===== src/rtl/d_ff_serial_receiver.sv =====
// d_ff_serial_receiver: synchronizes an asynchronous serial line, mirrors it as q/qbar,
// deframes start/data/stop frames into words and counts line transitions.
module d_ff_serial_receiver #(
   parameter int WIDTH = 8
) (
   input  logic             clk,
   input  logic             rst,
   input  logic             d,
   input  logic             en,
   output logic             q,
   output logic             qbar,
   output logic [WIDTH-1:0] word,
   output logic             word_valid,
   output logic             frame_err,
   output logic             busy,
   output logic [7:0]       toggle_count
);
   localparam int CW = $clog2(WIDTH);
   localparam logic [CW-1:0] LAST = CW'(WIDTH - 1);
   typedef enum logic [1:0] {IDLE, SHIFT, STOP} state_t;
   state_t state, state_n;
   logic s1, q_d;
   logic [CW-1:0] bit_cnt, bit_cnt_n;
   logic [WIDTH-1:0] shreg, shreg_n, word_n;
   logic word_valid_n, frame_err_n;
   assign qbar = ~q;
   assign busy = state != IDLE;
   always_ff @(posedge clk) begin
      if (rst) begin
         s1           <= 1'b0;
         q            <= 1'b0;
         q_d          <= 1'b0;
         toggle_count <= 8'd0;
         state        <= IDLE;
         bit_cnt      <= '0;
         shreg        <= '0;
         word         <= '0;
         word_valid   <= 1'b0;
         frame_err    <= 1'b0;
      end else begin
         s1           <= d;
         q            <= s1;
         q_d          <= q;
         toggle_count <= (q != q_d && toggle_count != 8'hff) ? toggle_count + 8'd1 : toggle_count;
         state        <= state_n;
         bit_cnt      <= bit_cnt_n;
         shreg        <= shreg_n;
         word         <= word_n;
         word_valid   <= word_valid_n;
         frame_err    <= frame_err_n;
      end
   end
   // a stop sample always returns to IDLE, so a stop bit of 1 never doubles as a start bit
   always_comb begin
      state_n      = state;
      bit_cnt_n    = bit_cnt;
      shreg_n      = shreg;
      word_n       = word;
      word_valid_n = 1'b0;
      frame_err_n  = 1'b0;
      if (en)
         case (state)
            IDLE: begin
               state_n   = q ? SHIFT : IDLE;
               bit_cnt_n = q ? '0 : bit_cnt;
            end
            SHIFT: begin
               shreg_n[bit_cnt] = q;
               bit_cnt_n        = bit_cnt + 1'b1;
               state_n          = (bit_cnt == LAST) ? STOP : SHIFT;
            end
            STOP: begin
               state_n      = IDLE;
               word_n       = q ? word : shreg;
               word_valid_n = ~q;
               frame_err_n  = q;
            end
            default: state_n = IDLE;
         endcase
   end
endmodule


===== config.mk =====
export PLATFORM = sky130hd
export DESIGN_NAME = d_ff_serial_receiver
export DESIGN_NICKNAME = d
export VERILOG_FILES = /design/src/rtl/d_ff_serial_receiver.sv
export SDC_FILE = /design/constraint.sdc
export NUM_CORES = 1
export LEC_CHECK = 0
export CORE_MARGIN = 5
export CORE_UTILIZATION = 45
export CTS_BUF_LIST = sky130_fd_sc_hd__clkbuf_8
export CTS_CLUSTER_DIAMETER = 120
export DETAILED_ROUTE_END_ITERATION = 8
export GPL_TIMING_DRIVEN = 0
export PLACE_DENSITY = 0.7
export SLEW_MARGIN = 15
export SYNTH_ARGS = -nofsm -noshare
export SYNTH_HDL_FRONTEND = slang
export SYNTH_SLANG_ARGS = --single-unit

===== constraint.sdc =====
create_clock -name clk -period 3.5 [get_ports clk]
set_input_delay 0.525 -clock clk [delete_from_list [all_inputs] [get_ports clk]]
set_output_delay 0.525 -clock clk [all_outputs]
set_load 0.05 [all_outputs]

==> impl_results.md, run 1 <==
* Outcome: finished, final reports clean
* Cell depth of the worst flop-to-flop path at 5
* Clock Path Buffers at 2
* Final Slew Violations at 0
* Final period utilization at 62.2%
* Chip height at 65.3 um
* Async set or reset register ratio after synthesis at 0%
* Largest fanout on the critical path at 8
* Area occupied by multi-input gates at 648 um^2
* Layout fillers at ~300
* GRT Max-Usage Layer: met2
* Yosys top cell by area: dfxtp_1
* GR Util All Layers at 15.2%
* Gpl congestion at 0.812
* Starting Density at a little under half
* Max Cap Viol at 0
* Min-delay src: s1
* Hold-fix buffers at CTS at 0
* Post-Syn Nets at around 160
* Clock Skews at 8.27 ps
* M3 GR Usage at 6.32%
* Netlist cell types at 33
* Number of enable flip-flop cells after synthesis at 0
* Power Total at approximately 0.00072 W
* Fin Setup TNS at 0 ps
* First-pass GRT wire length at 4.98 mm
* Die W at approximately 65 um
* Router iterations before antenna repair at 4
* CP Capture Type: output pin
* Worst-Margin Slew at a little over 500 ps
* Dpl hpwl at between 2 and 2.5 mm
* CTS clock-pin slew for the worst setup and hold paths at roughly 60 ps
* Htree depth at 2
* Met2 Use GR at between 20% and 30%
* Req. time, crit path at 2970 ps
* Via count of the first global-routing pass at 1,186
* Final setup vio count at 0
* Vias per inst at 5.46
* Reg area at ~680 um^2
* Port bufs at 23
* Num CTS Buffers at 5
* Initial antenna violation count at 0
* Initial DRC count at slightly above 70
* Relative slew slack at 65.5%
* Worst Hold End: q
* Io pins at 25
* PD cells at approximately 420 nW/um^2
* P_leak at 0.652 nW
* TritonCTS clock tree: built
* Mapped cell area at ~1400 um^2
* Cells after Synth at roughly 160
* Yosys warning total at 0
* Wire per inst at between 10 and 15 um
* Hold depth at 1
* Drc violations at 0
* FP Rows at 20
* RSZ-0062 raised after global routing: false
* Die footprint at 4260 um^2
* Critical path origin: state[0]
* Top cells by area, synth: dfxtp_1 49%, mux2i_1 5.8%, nand2_1 5.7%
* Most frequent cells in the layout: 34 x dfxtp_1, 23 x clkdlybuf4s50_1, 21 x nand2_1, 20 x nor2_1, 15 x a21oi_1
* Antenna Cells at 0
* Worst-Skew Late Latency at around 280 ps
* Max VDD drop at 0.238 mV
* Fmax at between 0.4 and 0.5 GHz
* Crit Path Category: flip-flop to output pin
* Via count at 1,201
* WP data arrival at approximately 1700 ps
* Share of cells above drive strength 1 at under 10%
* Setup Fix Bufs, Post-CTS at 0
* Fin crit period at 2180 ps
* Routed WL at between 2 and 3 mm
* FF+latch count, synth at 34
* Area Growth Syn to Fin at 26.4%
* PostCTS Resize Cnt at 0
* R2r startpoint: toggle_count[0]
* Synth Flop Type: dfxtp_1
* Final Hold Viols at 0
* R2R Setup Slk at approximately 1800 ps
* Largest net degree at the start of global routing at 11
* CTS root buf: clkbuf_8
* Post-synthesis sequential area ratio at ~49%
* Met1 Track Usage GR at between 10% and 20%
* Most common cell after layout, fill and taps aside: dfxtp_1
* Area share of the largest cell type after synthesis at 49.5%
* Core Box Area at 3000 um^2
* Layout net count at roughly 190
* CTS sink count at 34
* Grt ovf at 0
* Worst Hold Class: flip-flop to flip-flop
* Post-DRT Antenna Nets at 0
* Crit start category: flip-flop
* Synthesized area per cell at between 8 and 9 um^2
* Worst r2r dst: toggle_count[4]
-- how the worst max path moves through the flow --
stage	end	slack (ps)	depth (start not counted)
after floorplan	toggle_count[4]	1690	5
after global placement	word[1]	1520	5
after detailed placement	word[2]	1510	5
after CTS	busy	1320	2
after global routing	busy	1240	2
final	busy	1320	2
-- cells by family after synthesis --
kind of cell / synth area share [%]
and+or+nand+nor: 26.0
DFF: 49.5
AOI/OAI and AO/OA: 11.3
buffers and inverters: 3.37
muxes: 5.82
adders and majority gates: 2.73
xor gates and xnor gates: 1.27
-- registers in the layout, indices dropped and copies added (netlist names) --
register,cells
shreg,8
toggle_count,8
word,8
bit_cnt,3
state,2
frame_err,1
q,1
q_d,1
s1,1
word_valid,1
-- power by group --
group	leakage [nW]	internal [W]	switching [W]	total [W]
Clock	0.0524	0.000156	0.000135	0.000291
Sequential	0.275	0.000390	0.00000325	0.000394
Combinational	0.325	0.0000135	0.0000256	0.0000391
Total	0.652	0.000559	0.000164	0.000723
-- cell usage after synthesis (2+ instances only) --
library cell	n
nor3_1	5
nand3_1	3
dfxtp_1	34
nand4_1	2
nor2_1	20
nor2b_1	4
xor2_1	2
inv_1	3
a21oi_1	15
and4_1	3
and3_1	2
ha_1	3
mux2i_1	8
nor3b_1	2
clkbuf_1	8
a22oi_1	3
nand2_1	21
nand3b_1	3
-- cell type report --
class	instances	share of cell area, %
plain buffers	9	2.02
clock buffers	6	4.75
clock inverters	2	0.504
inverters	3	0.648
multi-input cells	110	37.3
flip-flops and latches	34	39.2
well taps	33	2.38
repair buffers	23	13.2
-- per-stage QoR --
stage | worst slack (ps) | area (um^2) | hold slack (ps) | std cells | utilization, %
2_1_floorplan | 1690 | 1380 | 414 | 156 | -
3_3_place_gp | 1520 | 1650 | 431 | 212 | 54.8
3_5_place_dp | 1510 | 1650 | 426 | 212 | 54.8
4_1_cts | 1320 | 1740 | 440 | 220 | 57.9
5_1_grt | 1240 | 1740 | 471 | 220 | 57.9
6_report | 1320 | 1740 | 436 | 220 | 57.9
-- worst max-delay path, cell delays in order, from the launching register on --
cell,delay [ps]
dfxtp_1,440
or2_2,150
clkdlybuf4s50_1,790
-- per-layer routing --
metal	vias to the layer above	wire length (um)
met3	8	167
met5	-	0
met2	30	1380
met1	565	1290
li1	598	-
met4	0	49
Power figures use the tool's default switching activity.
==> inputs of run 2 (changes only) <==
==> constraint.sdc (replaced) <==
create_clock -name clk -period 2.17 [get_ports clk]
set_input_delay 0.3255 -clock clk [delete_from_list [all_inputs] [get_ports clk]]
set_output_delay 0.3255 -clock clk [all_outputs]
set_load 0.05 [all_outputs]
==> results of run 2 <==
Same layout as run 1 (identical final DEF). Status: finished, final reports clean.
Among the figures that moved: setup slack after placement 1510 ps -> 380 ps; setup slack after layout 1320 ps -> 191 ps; hold slack 436 ps -> 371 ps; register-to-register setup slack 1830 ps -> 500 ps; total power 0.000723 W -> 0.00117 W; worst IR drop on VDD 0.238 mV -> 0.383 mV
==> inputs of run 3 (changes only) <==
--- a/config.mk
+++ b/config.mk
@@ -11,7 +11,7 @@
 export CTS_CLUSTER_DIAMETER = 120
 export DETAILED_ROUTE_END_ITERATION = 8
 export GPL_TIMING_DRIVEN = 0
-export PLACE_DENSITY = 0.7
+export PLACE_DENSITY = 0.74
 export SLEW_MARGIN = 15
 export SYNTH_ARGS = -nofsm -noshare
 export SYNTH_HDL_FRONTEND = slang
==> constraint.sdc (replaced) <==
create_clock -name clk -period 2 [get_ports clk]
set_input_delay 0.3 -clock clk [delete_from_list [all_inputs] [get_ports clk]]
set_output_delay 0.3 -clock clk [all_outputs]
set_load 0.05 [all_outputs]
==> run 3 against run 2 <==
Clock power grew 6.8%. First-iteration DRC count shrank 14%. Final area grew 0.14%. Count of clock-buffer cells in the layout is the same. Critical endpoint is now qbar. Largest power group unchanged.
==> impl_results.md, run 3 (synthesis results as in run 1) <==
* Finished Core Util at between 50 and 60%
* Fin crit period at ~1900 ps
* Antenna Cells at 0
* Layout net count at between 150 and 200
* Via count of the first global-routing pass at 1,179
* Crit start category: flip-flop
* Core Box Area at approximately 3000 um^2
* Tightest hold margin at roughly 340 ps
* Wire per inst at ~13 um
* TritonCTS clock tree: built
* Gpl congestion at between 0.8 and 0.9
* Top flop regs: shreg x8, toggle_count x8, word x8
* CTS sink count at 34
* CTS root buf: clkbuf_8
* Share of cells above drive strength 1 at around 6%
* Area Growth Syn to Fin at 26.6%
* Port bufs at 23
* Die W at between 60 and 70 um
* Combinational share of power at around 5.5%
* Largest fanout on the critical path at 5
* Power Total at ~0.0013 W
* Final Slew Violations at 0
* Max Cap Viol at 0
* Worst-Margin Slew at approximately 540 ps
* WP data arrival at between 1500 and 2000 ps
* Switching share of power at between 20% and 30%
* Die footprint at 4260 um^2
* Final Instance Count excl. Fillers at between 200 and 250
* Most common cell after layout, fill and taps aside: dfxtp_1
* CP delay by family, top: buffers and inverters
* FP Rows at 20
* Highest-delay cell along the critical path: clkdlybuf4s50_1
* CTS clock-pin slew for the worst setup and hold paths at around 60 ps
* Worst Hold Class: input pin to flip-flop
* RSZ-0062 raised after global routing: false
* CP cell instances: inv_1, clkdlybuf4s50_1
* Final setup vio count at 0
* Largest net degree at the start of global routing at 11
* P_int at a little under 0.001 W
* Req. time, crit path at about 1700 ps
* Fmax at between 0.5 and 0.6 GHz
* Fin Setup TNS at 0 ps
* Drc violations at 0
* CP bufs+invs at 2
* First-pass GRT wire length at 4.97 mm
* Max VDD drop at roughly 0.53 mV
* Flop pwr share at between 50% and 60%
* Clock Power Share at approximately two fifths
* Final Hold Viols at 0
* Vias per inst at 5.40
* GR Util All Layers at between 10% and 20%
* Final period utilization at between 90% and 100%
* CP Capture Type: output pin
* Crit Path Category: flip-flop to output pin
* Initial DRC count at between 60 and 70
* Router iterations before antenna repair at 4
* Hold-fix buffers at CTS at 0
* Clock Skews at between 4 and 5 ps
* Initial antenna violation count at 0
* Post-DRT Antenna Nets at 0
* Routed WL at around 2.9 mm
* Num CTS Buffers at 5
* Htree depth at 2
* PD cells at 724 nW/um^2
* Worst-Skew Late Latency at ~280 ps
* Chip height at 65.3 um
* Grt ovf at 0
* Dpl hpwl at roughly 2.1 mm
* Setup Fix Bufs, Post-CTS at 0
* Psw at 0.000281 W
* Slowest stage delay, CP at ~830 ps
* Relative slew slack at between 60 and 70%
* Via count at 1,187
* Outcome: finished, final reports clean
* Most frequent cells in the layout: 34 x dfxtp_1, 22 x clkdlybuf4s50_1, 21 x nand2_1, 20 x nor2_1, 15 x a21oi_1
* Starting Density at between 40% and 50%
* P_leak at ~0.67 nW
* Io pins at 25
* Dpl cells at between 200 and 250
* Clock Path Buffers at 2
## run 3: changes by cell type in the layout (fill, tap and decap cells not counted), sizes merged
cell	before	now
dlymetal6s2s	0	1
clkdlybuf4s50	23	22
## run 3: routing by layer
| metal | up-vias | part of all wire, % | global-route usage [%] |
|---|---|---|---|
| met5 | - | 0 | 0 |
| met4 | 0 | 1.5 | 9.07 |
| met3 | 5 | 4.4 | 4.10 |
| met2 | 27 | 48 | 24.9 |
| met1 | 557 | 46 | 17.1 |
| li1 | 598 | - | - |
## run 3: repair_timing
item,CTS,global route
setup endpoints to repair,0,1
resized for setup,0,1
hold endpoints to repair,0,0
## run 3: worst paths after layout
kind / startpoint / end / slack, ps / cells after the start
setup reg to reg: toggle_count[0] / toggle_count[4] / 320 / 5
hold reg to reg: s1 / q / 460 / 1
hold / removal: rst / s1 / 340 / 2
setup / recovery: q / qbar / 100 / 2
## run 3: per-stage QoR
stage	worst slack (ps)	cell area (um^2)
after floorplan	185	1380
after global placement	239	1650
after detailed placement	166	1650
after CTS	36.8	1740
after global routing	25.3	1740
final	99.8	1740
## run 3: final cells by class
cell class | instances | area (um^2)
fill | 270 | 1260
multi-input combinational | 110 | 648
clock inverter | 2 | 8.76
tap | 33 | 41.3
inverter | 3 | 11.3
buffer | 9 | 35.0
timing repair buffer | 23 | 233
sequential | 34 | 681
clock buffer | 6 | 82.6
## run 3: power groups by stage
stage	registers [W]	clock network, W	logic [W]
after floorplan	0.000715	0	0.0000345
after global placement	0.000704	0	0.0000682
after detailed placement	0.000704	0	0.0000691
after CTS	0.000689	0.000515	0.0000696
after global routing	0.000690	0.000553	0.0000741
final	0.000689	0.000501	0.0000693
